$ cat src/rtl/dqsw_lane_delay_trainer_if.sv
// Bundle between the write-levelling trainer, the training sequencer and the
// per-lane DQSW IODs: sequencer handshake, IOD delay-line controls and results.
interface dqsw_lane_delay_trainer_if #(
   parameter int NUM_LANES = 2,
   parameter int TAP_BITS  = 8
);
   logic                          TRAIN_START;
   logic [NUM_LANES-1:0]          RX_DATA_IN;
   logic [NUM_LANES-1:0]          DELAY_LINE_OUT_OF_RANGE;
   logic [NUM_LANES-1:0]          DELAY_LINE_LOAD;
   logic [NUM_LANES-1:0]          DELAY_LINE_MOVE;
   logic [NUM_LANES-1:0]          DELAY_LINE_DIRECTION;
   logic                          TRAIN_BUSY;
   logic                          TRAIN_DONE;
   logic [NUM_LANES-1:0]          TRAIN_FAIL;
   logic [NUM_LANES*TAP_BITS-1:0] LANE_TAP;

   // Sequencer/IOD side: drives the request and lane feedback.
   modport master (
      output TRAIN_START, RX_DATA_IN, DELAY_LINE_OUT_OF_RANGE,
      input  DELAY_LINE_LOAD, DELAY_LINE_MOVE, DELAY_LINE_DIRECTION,
      input  TRAIN_BUSY, TRAIN_DONE, TRAIN_FAIL, LANE_TAP
   );

   // Trainer side.
   modport slave (
      input  TRAIN_START, RX_DATA_IN, DELAY_LINE_OUT_OF_RANGE,
      output DELAY_LINE_LOAD, DELAY_LINE_MOVE, DELAY_LINE_DIRECTION,
      output TRAIN_BUSY, TRAIN_DONE, TRAIN_FAIL, LANE_TAP
   );
endinterface

$ cat src/rtl/dqsw_lane_delay_trainer.sv
// DQSW write-levelling trainer: sweeps each lane's IOD delay line from tap 0
// and records the first tap where the filtered RX sample goes stable 0 -> 1.
module dqsw_lane_delay_trainer #(
   parameter int NUM_LANES     = 2,
   parameter int TAP_BITS      = 8,
   parameter int MAX_TAP       = 127,
   parameter int SETTLE_CYCLES = 4,
   parameter int SAMPLE_COUNT  = 4
) (
   input logic                      FAB_CLK,
   input logic                      RESET,
   dqsw_lane_delay_trainer_if.slave bus
);

   localparam int LANE_W  = (NUM_LANES > 1) ? $clog2(NUM_LANES) : 1;
   localparam int CNT_MAX = (SETTLE_CYCLES > SAMPLE_COUNT) ? SETTLE_CYCLES : SAMPLE_COUNT;
   localparam int CNT_W   = (CNT_MAX > 1) ? $clog2(CNT_MAX) : 1;

   typedef enum logic [2:0] {
      S_IDLE,
      S_LOAD,
      S_SETTLE,
      S_SAMPLE,
      S_DECIDE,
      S_MOVE,
      S_DONE
   } state_e;

   state_e                        state_q, state_d;
   logic [LANE_W-1:0]             lane_q, lane_d;
   logic [TAP_BITS-1:0]           tap_q, tap_d;
   logic [CNT_W-1:0]              cnt_q, cnt_d;
   logic                          acc_q, acc_d;
   logic                          seen_zero_q, seen_zero_d;
   logic                          done_q, done_d;
   logic [NUM_LANES-1:0]          fail_q, fail_d;
   logic [NUM_LANES*TAP_BITS-1:0] lane_tap_q, lane_tap_d;

   logic                          rx_lane, oor_lane;
   logic                          settle_last, sample_last;
   logic                          edge_found, lane_fail, lane_end, last_lane;
   logic [NUM_LANES-1:0]          load_o, move_o, dir_o;
   logic                          busy_o;

   assign rx_lane     = bus.RX_DATA_IN[lane_q];
   assign oor_lane    = bus.DELAY_LINE_OUT_OF_RANGE[lane_q];
   assign settle_last = (cnt_q == CNT_W'(SETTLE_CYCLES - 1));
   assign sample_last = (cnt_q == CNT_W'(SAMPLE_COUNT - 1));
   assign last_lane   = (lane_q == LANE_W'(NUM_LANES - 1));

   // acc_q is the AND of the finished window; an edge needs a 0-window earlier on this lane.
   assign edge_found  = acc_q & seen_zero_q;
   assign lane_fail   = ~edge_found & (oor_lane | (tap_q == TAP_BITS'(MAX_TAP)));
   assign lane_end    = edge_found | lane_fail;

   always_ff @(posedge FAB_CLK) begin
      if (RESET) begin
         state_q <= S_IDLE;
      end else begin
         state_q <= state_d;
      end
   end

   always_comb begin
      state_d = state_q;
      unique case (state_q)
         S_IDLE:   if (bus.TRAIN_START) state_d = S_LOAD;
         S_LOAD:   state_d = S_SETTLE;
         S_SETTLE: if (settle_last) state_d = S_SAMPLE;
         S_SAMPLE: if (sample_last) state_d = S_DECIDE;
         S_DECIDE: begin
            if (!lane_end) begin
               state_d = S_MOVE;
            end else if (last_lane) begin
               state_d = S_DONE;
            end else begin
               state_d = S_LOAD;
            end
         end
         S_MOVE:   state_d = S_SETTLE;
         S_DONE:   state_d = S_IDLE;
         default:  state_d = S_IDLE;
      endcase
   end

   always_comb begin
      lane_d      = lane_q;
      tap_d       = tap_q;
      cnt_d       = cnt_q;
      acc_d       = acc_q;
      seen_zero_d = seen_zero_q;
      done_d      = done_q;
      fail_d      = fail_q;
      lane_tap_d  = lane_tap_q;
      unique case (state_q)
         S_IDLE: begin
            if (bus.TRAIN_START) begin
               lane_d     = '0;
               done_d     = 1'b0;
               fail_d     = '0;
               lane_tap_d = '0;
            end
         end
         S_LOAD: begin
            tap_d       = '0;
            seen_zero_d = 1'b0;
            cnt_d       = '0;
         end
         S_SETTLE: begin
            cnt_d = settle_last ? '0 : cnt_q + CNT_W'(1);
         end
         S_SAMPLE: begin
            // First sample of the window seeds the accumulator.
            acc_d = (cnt_q == '0) ? rx_lane : (acc_q & rx_lane);
            cnt_d = sample_last ? '0 : cnt_q + CNT_W'(1);
         end
         S_DECIDE: begin
            if (!acc_q) seen_zero_d = 1'b1;
            if (edge_found) begin
               lane_tap_d[lane_q*TAP_BITS +: TAP_BITS] = tap_q;
            end else if (lane_fail) begin
               fail_d[lane_q]                          = 1'b1;
               lane_tap_d[lane_q*TAP_BITS +: TAP_BITS] = '0;
            end
            if (lane_end) begin
               if (last_lane) begin
                  done_d = 1'b1;
               end else begin
                  lane_d = lane_q + LANE_W'(1);
               end
            end
         end
         S_MOVE: begin
            tap_d = tap_q + TAP_BITS'(1);
            cnt_d = '0;
         end
         S_DONE: begin
         end
         default: begin
         end
      endcase
   end

   always_ff @(posedge FAB_CLK) begin
      if (RESET) begin
         lane_q      <= '0;
         tap_q       <= '0;
         cnt_q       <= '0;
         acc_q       <= 1'b0;
         seen_zero_q <= 1'b0;
         done_q      <= 1'b0;
         fail_q      <= '0;
         lane_tap_q  <= '0;
      end else begin
         lane_q      <= lane_d;
         tap_q       <= tap_d;
         cnt_q       <= cnt_d;
         acc_q       <= acc_d;
         seen_zero_q <= seen_zero_d;
         done_q      <= done_d;
         fail_q      <= fail_d;
         lane_tap_q  <= lane_tap_d;
      end
   end

   // Only the active lane's bits are ever driven.
   always_comb begin
      load_o = '0;
      move_o = '0;
      dir_o  = '0;
      busy_o = 1'b0;
      unique case (state_q)
         S_LOAD, S_SETTLE, S_SAMPLE, S_DECIDE, S_MOVE: begin
            busy_o         = 1'b1;
            dir_o[lane_q]  = 1'b1;
            load_o[lane_q] = (state_q == S_LOAD);
            move_o[lane_q] = (state_q == S_MOVE);
         end
         default: begin
         end
      endcase
   end

   assign bus.DELAY_LINE_LOAD      = load_o;
   assign bus.DELAY_LINE_MOVE      = move_o;
   assign bus.DELAY_LINE_DIRECTION = dir_o;
   assign bus.TRAIN_BUSY           = busy_o;
   assign bus.TRAIN_DONE           = done_q;
   assign bus.TRAIN_FAIL           = fail_q;
   assign bus.LANE_TAP             = lane_tap_q;

endmodule

$ cat src/flat_wrapper.sv
// flat-port wrapper written by rule: the top's interface ports become plain ports
module dqsw_lane_delay_trainer_flat 
#(
   parameter int NUM_LANES     = 2,
   parameter int TAP_BITS      = 8,
   parameter int MAX_TAP       = 127,
   parameter int SETTLE_CYCLES = 4,
   parameter int SAMPLE_COUNT  = 4
)
  (FAB_CLK, RESET, bus_TRAIN_START, bus_RX_DATA_IN, bus_DELAY_LINE_OUT_OF_RANGE, bus_DELAY_LINE_LOAD, bus_DELAY_LINE_MOVE, bus_DELAY_LINE_DIRECTION, bus_TRAIN_BUSY, bus_TRAIN_DONE, bus_TRAIN_FAIL, bus_LANE_TAP);
  dqsw_lane_delay_trainer_if #(.NUM_LANES(NUM_LANES), .TAP_BITS(TAP_BITS)) bus_i ();
  input logic FAB_CLK;
  input logic RESET;
  input wire logic [$bits(bus_i.TRAIN_START)-1:0] bus_TRAIN_START;
  input wire logic [$bits(bus_i.RX_DATA_IN)-1:0] bus_RX_DATA_IN;
  input wire logic [$bits(bus_i.DELAY_LINE_OUT_OF_RANGE)-1:0] bus_DELAY_LINE_OUT_OF_RANGE;
  output wire logic [$bits(bus_i.DELAY_LINE_LOAD)-1:0] bus_DELAY_LINE_LOAD;
  output wire logic [$bits(bus_i.DELAY_LINE_MOVE)-1:0] bus_DELAY_LINE_MOVE;
  output wire logic [$bits(bus_i.DELAY_LINE_DIRECTION)-1:0] bus_DELAY_LINE_DIRECTION;
  output wire logic [$bits(bus_i.TRAIN_BUSY)-1:0] bus_TRAIN_BUSY;
  output wire logic [$bits(bus_i.TRAIN_DONE)-1:0] bus_TRAIN_DONE;
  output wire logic [$bits(bus_i.TRAIN_FAIL)-1:0] bus_TRAIN_FAIL;
  output wire logic [$bits(bus_i.LANE_TAP)-1:0] bus_LANE_TAP;
  assign bus_i.TRAIN_START = bus_TRAIN_START;
  assign bus_i.RX_DATA_IN = bus_RX_DATA_IN;
  assign bus_i.DELAY_LINE_OUT_OF_RANGE = bus_DELAY_LINE_OUT_OF_RANGE;
  assign bus_DELAY_LINE_LOAD = bus_i.DELAY_LINE_LOAD;
  assign bus_DELAY_LINE_MOVE = bus_i.DELAY_LINE_MOVE;
  assign bus_DELAY_LINE_DIRECTION = bus_i.DELAY_LINE_DIRECTION;
  assign bus_TRAIN_BUSY = bus_i.TRAIN_BUSY;
  assign bus_TRAIN_DONE = bus_i.TRAIN_DONE;
  assign bus_TRAIN_FAIL = bus_i.TRAIN_FAIL;
  assign bus_LANE_TAP = bus_i.LANE_TAP;
  dqsw_lane_delay_trainer #(.NUM_LANES(NUM_LANES), .TAP_BITS(TAP_BITS), .MAX_TAP(MAX_TAP), .SETTLE_CYCLES(SETTLE_CYCLES), .SAMPLE_COUNT(SAMPLE_COUNT)) u_core (.FAB_CLK(FAB_CLK), .RESET(RESET), .bus(bus_i));
endmodule
$ cat config.mk
export PLATFORM = sky130hd
export DESIGN_NAME = dqsw_lane_delay_trainer_flat
export DESIGN_NICKNAME = d
export VERILOG_FILES = /design/src/rtl/dqsw_lane_delay_trainer_if.sv /design/src/rtl/dqsw_lane_delay_trainer.sv /design/src/flat_wrapper.sv
export SDC_FILE = /design/constraint.sdc
export NUM_CORES = 1
export LEC_CHECK = 0
export ABC_AREA = 1
export ABC_CLOCK_PERIOD_IN_PS = 2900
export CAP_MARGIN = 0
export CORE_ASPECT_RATIO = 1.75
export CORE_MARGIN = 2
export CORE_UTILIZATION = 54
export DETAILED_ROUTE_END_ITERATION = 16
export GPL_TIMING_DRIVEN = 0
export PLACE_DENSITY = 0.83
export SYNTH_ARGS = -nofsm -noshare
export SYNTH_HDL_FRONTEND = slang
export SYNTH_SLANG_ARGS = --single-unit
export TNS_END_PERCENT = 30
$ cat constraint.sdc
create_clock -name FAB_CLK -period 2.9 [get_ports FAB_CLK]
set_clock_uncertainty 0.2 [all_clocks]
set_input_delay 0.29 -clock FAB_CLK [delete_from_list [all_inputs] [get_ports FAB_CLK]]
set_output_delay 0.29 -clock FAB_CLK [all_outputs]
set_load 0.005 [all_outputs]
Word level (Yosys, flattened, before mapping)
Cells that the tools add are included.
{"block": "word_totals", "mem_bits_rw": 0, "romBits": 0, "out_inout_bits": 26, "latch_bits": 0, "inputBits": 7, "register_bits": 35, "wordCells": 98, "mem_count": 0}
{"block": "classes", "order_cmp": 2, "add_sub_neg": 4, "mux": 39, "bitwise_logic": 9, "n_div": 0, "mul": 0, "eq_ne": 16, "n_reduce_logical": 16, "shift": 3}
{"op": "2-to-1 mux 16 bit", "n": 3}
{"op": "negator 4 -> 34 bit", "n": 1}
{"op": "variable shift 8 x 34 -> 16 bit, first input constant", "n": 1}
{"op": "indexed part select 8 x 34 -> 16 bit", "n": 1}
{"op": "indexed part select 8 x 34 -> 16 bit, first input constant", "n": 1}
{"op": "bitwise mux 16 bit", "n": 2}
{"op": "one-hot mux 16 bit (2 select lines)", "n": 1}
{"op": "one-hot mux 8 bit (2 select lines)", "n": 1}
{"op": "2-to-1 mux 3 bit", "n": 5}
{"op": "one-hot mux 3 bit (5 select lines)", "n": 1}
{"op": "2-to-1 mux 2 bit", "n": 7}
{"op": "2-to-1 mux 1 bit", "n": 13}
{"op": "inequality test 2 x 1 -> 1 bit, second input constant", "n": 5}
{"op": "AND reduction 3 bit", "n": 3}
{"op": "adder 8 x 1 -> 8 bit, second input constant", "n": 1}
{"op": "equality test 8 x 7 -> 1 bit, second input constant", "n": 1}
{"op": "one-hot mux 2 bit (2 select lines)", "n": 2}
{"op": "AND reduction 4 bit", "n": 2}
{"op": "nonzero test 2 bit", "n": 4}
{"op": "equality test 3 x 2 -> 1 bit, second input constant", "n": 2}
{"op": "equality test 3 bit, second input constant", "n": 2}
{"op": "inequality test 2 bit, second input constant", "n": 3}
{"op": "one-hot mux 1 bit (2 select lines)", "n": 3}
{"op": "OR reduction 5 bit", "n": 1}
{"op": "18 further kinds", "n": 23}

Logic depth before layout (Yosys ltp)
{"block": "depth", "ltp_word": 8, "depth_mapped": 9, "mapped_depth_nobuf": 9}

Worst setup path after synthesis
OpenSTA, ideal clock, no wires.
{"block": "synth_path", "kind": "reg-to-reg", "start": "register u_core.tap_q[0]", "end": "register u_core.lane_tap_q[8] (netlist: u_core.bus.LANE_TAP[8])", "path_stages_with_launch": 9, "period_less_slack_ns": 1.527, "t_arrival_ns": 1.195, "setup_ns": 0.132, "path_slack_ns": 1.373, "t_required_ns": 2.568, "n_path_buf": 0, "path_cell_list": "dfxtp_1 ha_1 inv_1 nor2_1 nand2_1 nand4_2 nand3_2 nand2_1 a21oi_1"}
{"block": "synth_between", "elab_chain_cells": 5, "elab_cells_between_ends": 9, "classes_between": "eq/ne (2); shift (1); mux (3); bitwise (2); reduce/logical (1)"}
{"element": "start, declared", "line": "dqsw_lane_delay_trainer.sv:31", "rtl": "logic [TAP_BITS-1:0] tap_q, tap_d;"}
{"element": "start signal, assigned", "line": "dqsw_lane_delay_trainer.sv:156", "rtl": "tap_q <= tap_d;"}
{"element": "equality test 8 x 7 -> 1 bit", "line": "dqsw_lane_delay_trainer.sv:53", "rtl": "assign lane_fail = ~edge_found & (oor_lane | (tap_q == TAP_BITS'(MAX_TAP)));"}
{"element": "OR 1 bit", "line": "dqsw_lane_delay_trainer.sv:53"}
{"element": "AND 1 bit", "line": "dqsw_lane_delay_trainer.sv:53"}
{"element": "inequality test 3 x 1 -> 1 bit (no source line)"}
{"element": "AND reduction 3 bit (no source line)"}
{"element": "end signal, assigned", "line": "dqsw_lane_delay_trainer.sv:162", "rtl": "lane_tap_q <= lane_tap_d;"}
{"element": "end, declared", "line": "dqsw_lane_delay_trainer.sv:37", "rtl": "logic [NUM_LANES*TAP_BITS-1:0] lane_tap_q, lane_tap_d;"}
Parallel ways exist; a longest one is shown, timed or not.
A chain may end at the register's enable or synchronous reset.

Worst setup path in the final report
{"block": "layout_path", "start": "register u_core.state_q[1]", "end": "output port bus_DELAY_LINE_DIRECTION[1]"}
{"block": "layout_between", "elab_chain_cells": 3, "elab_cells_between_ends": 7, "classes_between": "eq/ne (5); mux (1); reduce/logical (1)"}
{"element": "start, declared", "line": "dqsw_lane_delay_trainer.sv:29", "rtl": "state_e state_q, state_d;"}
{"element": "start signal, assigned", "line": "dqsw_lane_delay_trainer.sv:60", "rtl": "state_q <= state_d;"}
{"element": "equality test 3 x 2 -> 1 bit (tied with other cells)", "line": "dqsw_lane_delay_trainer.sv:172", "rtl": "unique case (state_q)"}
{"element": "OR reduction 5 bit *", "line": "dqsw_lane_delay_trainer.sv:172"}
{"element": "2-to-1 mux 2 bit *", "line": "dqsw_lane_delay_trainer.sv:172"}
{"element": "end, declared", "line": "flat_wrapper.sv:19", "rtl": "output wire logic [$bits(bus_i.DELAY_LINE_DIRECTION)-1:0] bus_DELAY_LINE_DIRECTION;"}
Every way passes the cells marked *; elsewhere a longest branch is shown, timed or not.

==> results.cfg <==
[global_routing]
grt_max_degree = 12
grt.busiest_layer = met2
grt_pass1_wl_um = 6350
first_global_vias = 1500
track_usage = 0.251
met3_usage = 0.0592
global_route.usage.met2 = 0.431
antenna_found_initial = 0
grt_util_met1 = 0.231
gr-total-overflow = 0

[place]
gp_congestion = 0.854
dpl.hpwl_um = 2970
placement.io_buffers = 32
placed_cells = 280

[sta]
setup_viol = 0
worst_pin_slew_ns = 0.517
rsz0062_at_grt = no
fin_crit_ns = 2.42
holdWs_ns = 0.258
maxSlewViolCount = 0
fin_crit_sh = 0.835
fin_tns_setup_ns = 0
relSlewSlack = 0.655
hold_viol = 0
timing.fmax_mhz = 413

[clocking]
clock_sinks = 35
h-tree-depth = 2
holdBufCountCts = 0
postCtsSetupRepairBufs = 0
clk_latency_ns = 0.29
cts-resized-gates = 0
cts_buffers = 5
clk_pin_slew_ns = 0.07
cts_root_buf = clkbuf_8
cts_tree = done
clockBufferDepth = 2

[logic_synthesis]
synth_compound_area_frac = 0.120
netlist_area_sq_mm = 0.00161
ys.warnings.count = 0
syn_inst = 220
seq_area_frac_synth = 0.434
avgSynthCellArea_sq_um = 7.34
synthXorXnorAreaFrac = 0.00543
synth-adder-area-share = 0.0233
synth_top_family_by_area = simple AND/OR/NAND/NOR gates
synthMuxAreaShare = 0
synth.distinct_cells = 26
ys_seq_elements = 35
synth_nets = 230
yosys.area_share.simple = 0.343

[critical_path]
crit_path_start_kind = flip-flop
r2r_start = u_core.tap_q[0]
r2r_slack_ns = 1.05
worstPathRequired_ns = 2.41
timing.rr.end = u_core.bus.LANE_TAP[10]
endpoint_kind = output port
crit_fanout = 7
ff2ff_path_depth = 8
critical_path_class = flip-flop to output port
worstPathArrival_ns = 1.93

[floorplanning]
die_w_um = 45.3
dieArea_sq_mm = 0.00346
die_h_um = 76.3
initial_utilization = 0.557
rows = 26
top_level_ports = 33
core_area_sq_mm = 0.00290

[cells_and_area]
final_cell_mix = nand2_1, dfxtp_1, clkdlybuf4s50_1, nand3_1, a21oi_1
area_growth_pct = 27.2
nNetsFinal = 269
diodes = 0
layout-drive-gt1-share = 0.0962
finalNonFillerCells = 288
final_common_cell = nand2_1

[power_and_ir_drop]
ir_drop_uv = 518
p_leak_nw = 0.783
power.density_mw_per_mm2 = 539

[routing]
drt_iter0_drc = 42
ant_nets = 0
num_vias = 1606
drcViolationCount = 0
drtPass1Iterations = 4
detail_route.vias_per_cell = 5.58
wl_um = 3920
wire_per_inst_um = 13.6

[status]
outcome = completed

[min_path]
hold_class = flip-flop to flip-flop
hold_end = u_core.bus.TRAIN_FAIL[0]
min_path_cells = 2
hp-start = u_core.bus.TRAIN_FAIL[0]

[run]
maxCapViolations = 0
[kinds of logic (layout without fill, tap and decap cells)]
group                      after synthesis  in the layout
DFF                                     35             35
buffers and inverters                   29             69
adders and majority gates                3              3
and+or+nand+nor                        116            116
AOI/OAI and AO/OA                       36             36
xor gates and xnor gates                 1              1
[power breakdown]
group	internal, W	leakage (nW)	switching [W]	total, W
sequential	0.000498	0.283	0.0000159	0.000514
combinational	0.0000916	0.453	0.000156	0.000247
clock	0.000164	0.0477	0.000182	0.000346
[stage by stage]
stage	power [W]	instance area [sq um]	util	setup slack (ns)
CTS	0.00111	2050	0.709	0.487
finish	0.00111	2050	0.709	0.478
detailed placement	0.000771	1970	0.680	0.836
global route	0.00116	2050	0.709	0.342
floorplan	0.000680	1610	-	1.37
global placement	0.000770	1970	0.680	0.818
[worst max-delay path, stage by stage (launching register included)]
cell and delay, ns:
dfxtp_1 0.42, inv_1 0.06, nor2_1 0.33, nor2_1 0.14, a21oi_1 0.17, clkdlybuf4s50_1 0.52
[how the worst max path moves through the flow]
stage / from / to / slack (ns)
final: u_core.state_q[1] / bus_DELAY_LINE_DIRECTION[1] / 0.48
after global routing: u_core.state_q[1] / bus_DELAY_LINE_DIRECTION[0] / 0.34
after CTS: u_core.state_q[1] / bus_DELAY_LINE_DIRECTION[0] / 0.49
after detailed placement: u_core.lane_q / bus_DELAY_LINE_MOVE[1] / 0.84
after global placement: u_core.state_q[1] / bus_DELAY_LINE_DIRECTION[0] / 0.82
after floorplan: u_core.tap_q[0] / u_core.bus.LANE_TAP[8] / 1.37
[cell type report]
class                   instances  area [sq um]
fillers                       235           842
multi-input cells             156           793
flip-flops and latches         35           701
repair buffers                 32           320
inverters                      23          88.8
clock buffers                   5          68.8
well taps                      28          35.0
plain buffers                   6          31.3
clock inverters                 3          15.0
[flip-flops by register name, indices dropped and copies added, names as in the netlist]
| signal | cells |
|---|---|
| u_core.acc_q | 1 |
| u_core.bus.TRAIN_DONE | 1 |
| u_core.bus.TRAIN_FAIL | 2 |
| u_core.bus.LANE_TAP | 16 |
| u_core.cnt_q | 2 |
| u_core.lane_q | 1 |
| u_core.seen_zero_q | 1 |
| u_core.tap_q | 8 |
| u_core.state_q | 3 |
[synth_stat cells]
| cell | number | area [sq um] |
|---|---|---|
| nor3b_1 | 2 | 15.0 |
| a21oi_1 | 27 | 135 |
| xor2_1 | 1 | 8.76 |
| nor2_2 | 4 | 25.0 |
| nand3_1 | 29 | 145 |
| inv_4 | 1 | 6.26 |
| nor2_8 | 2 | 40.0 |
| o211ai_1 | 1 | 7.51 |
| clkbuf_1 | 3 | 11.3 |
| nand3_2 | 3 | 30.0 |
| inv_2 | 3 | 11.3 |
| buf_1 | 1 | 3.75 |
| dfxtp_1 | 35 | 701 |
| o21ai_1 | 3 | 15.0 |
| ha_1 | 3 | 37.5 |
| o21bai_1 | 1 | 7.51 |
| a22oi_1 | 1 | 7.51 |
| o21ai_0 | 2 | 10.0 |
| buf_2 | 1 | 5.00 |
| nor3_1 | 3 | 15.0 |
| nor2_1 | 21 | 78.8 |
| nand4_2 | 1 | 12.5 |
| buf_6 | 1 | 11.3 |
| inv_1 | 19 | 71.3 |
| o21bai_2 | 1 | 11.3 |
| nand2_1 | 51 | 191 |
[layer usage]
layer	up-vias	part of all wire	routed length, um
li1	797	-	-
met1	743	0.37	1460
met2	47	0.53	2080
met3	19	0.036	142
met4	0	0.060	235
met5	-	0	0
Note: power is estimated with default switching activity, not from simulation.
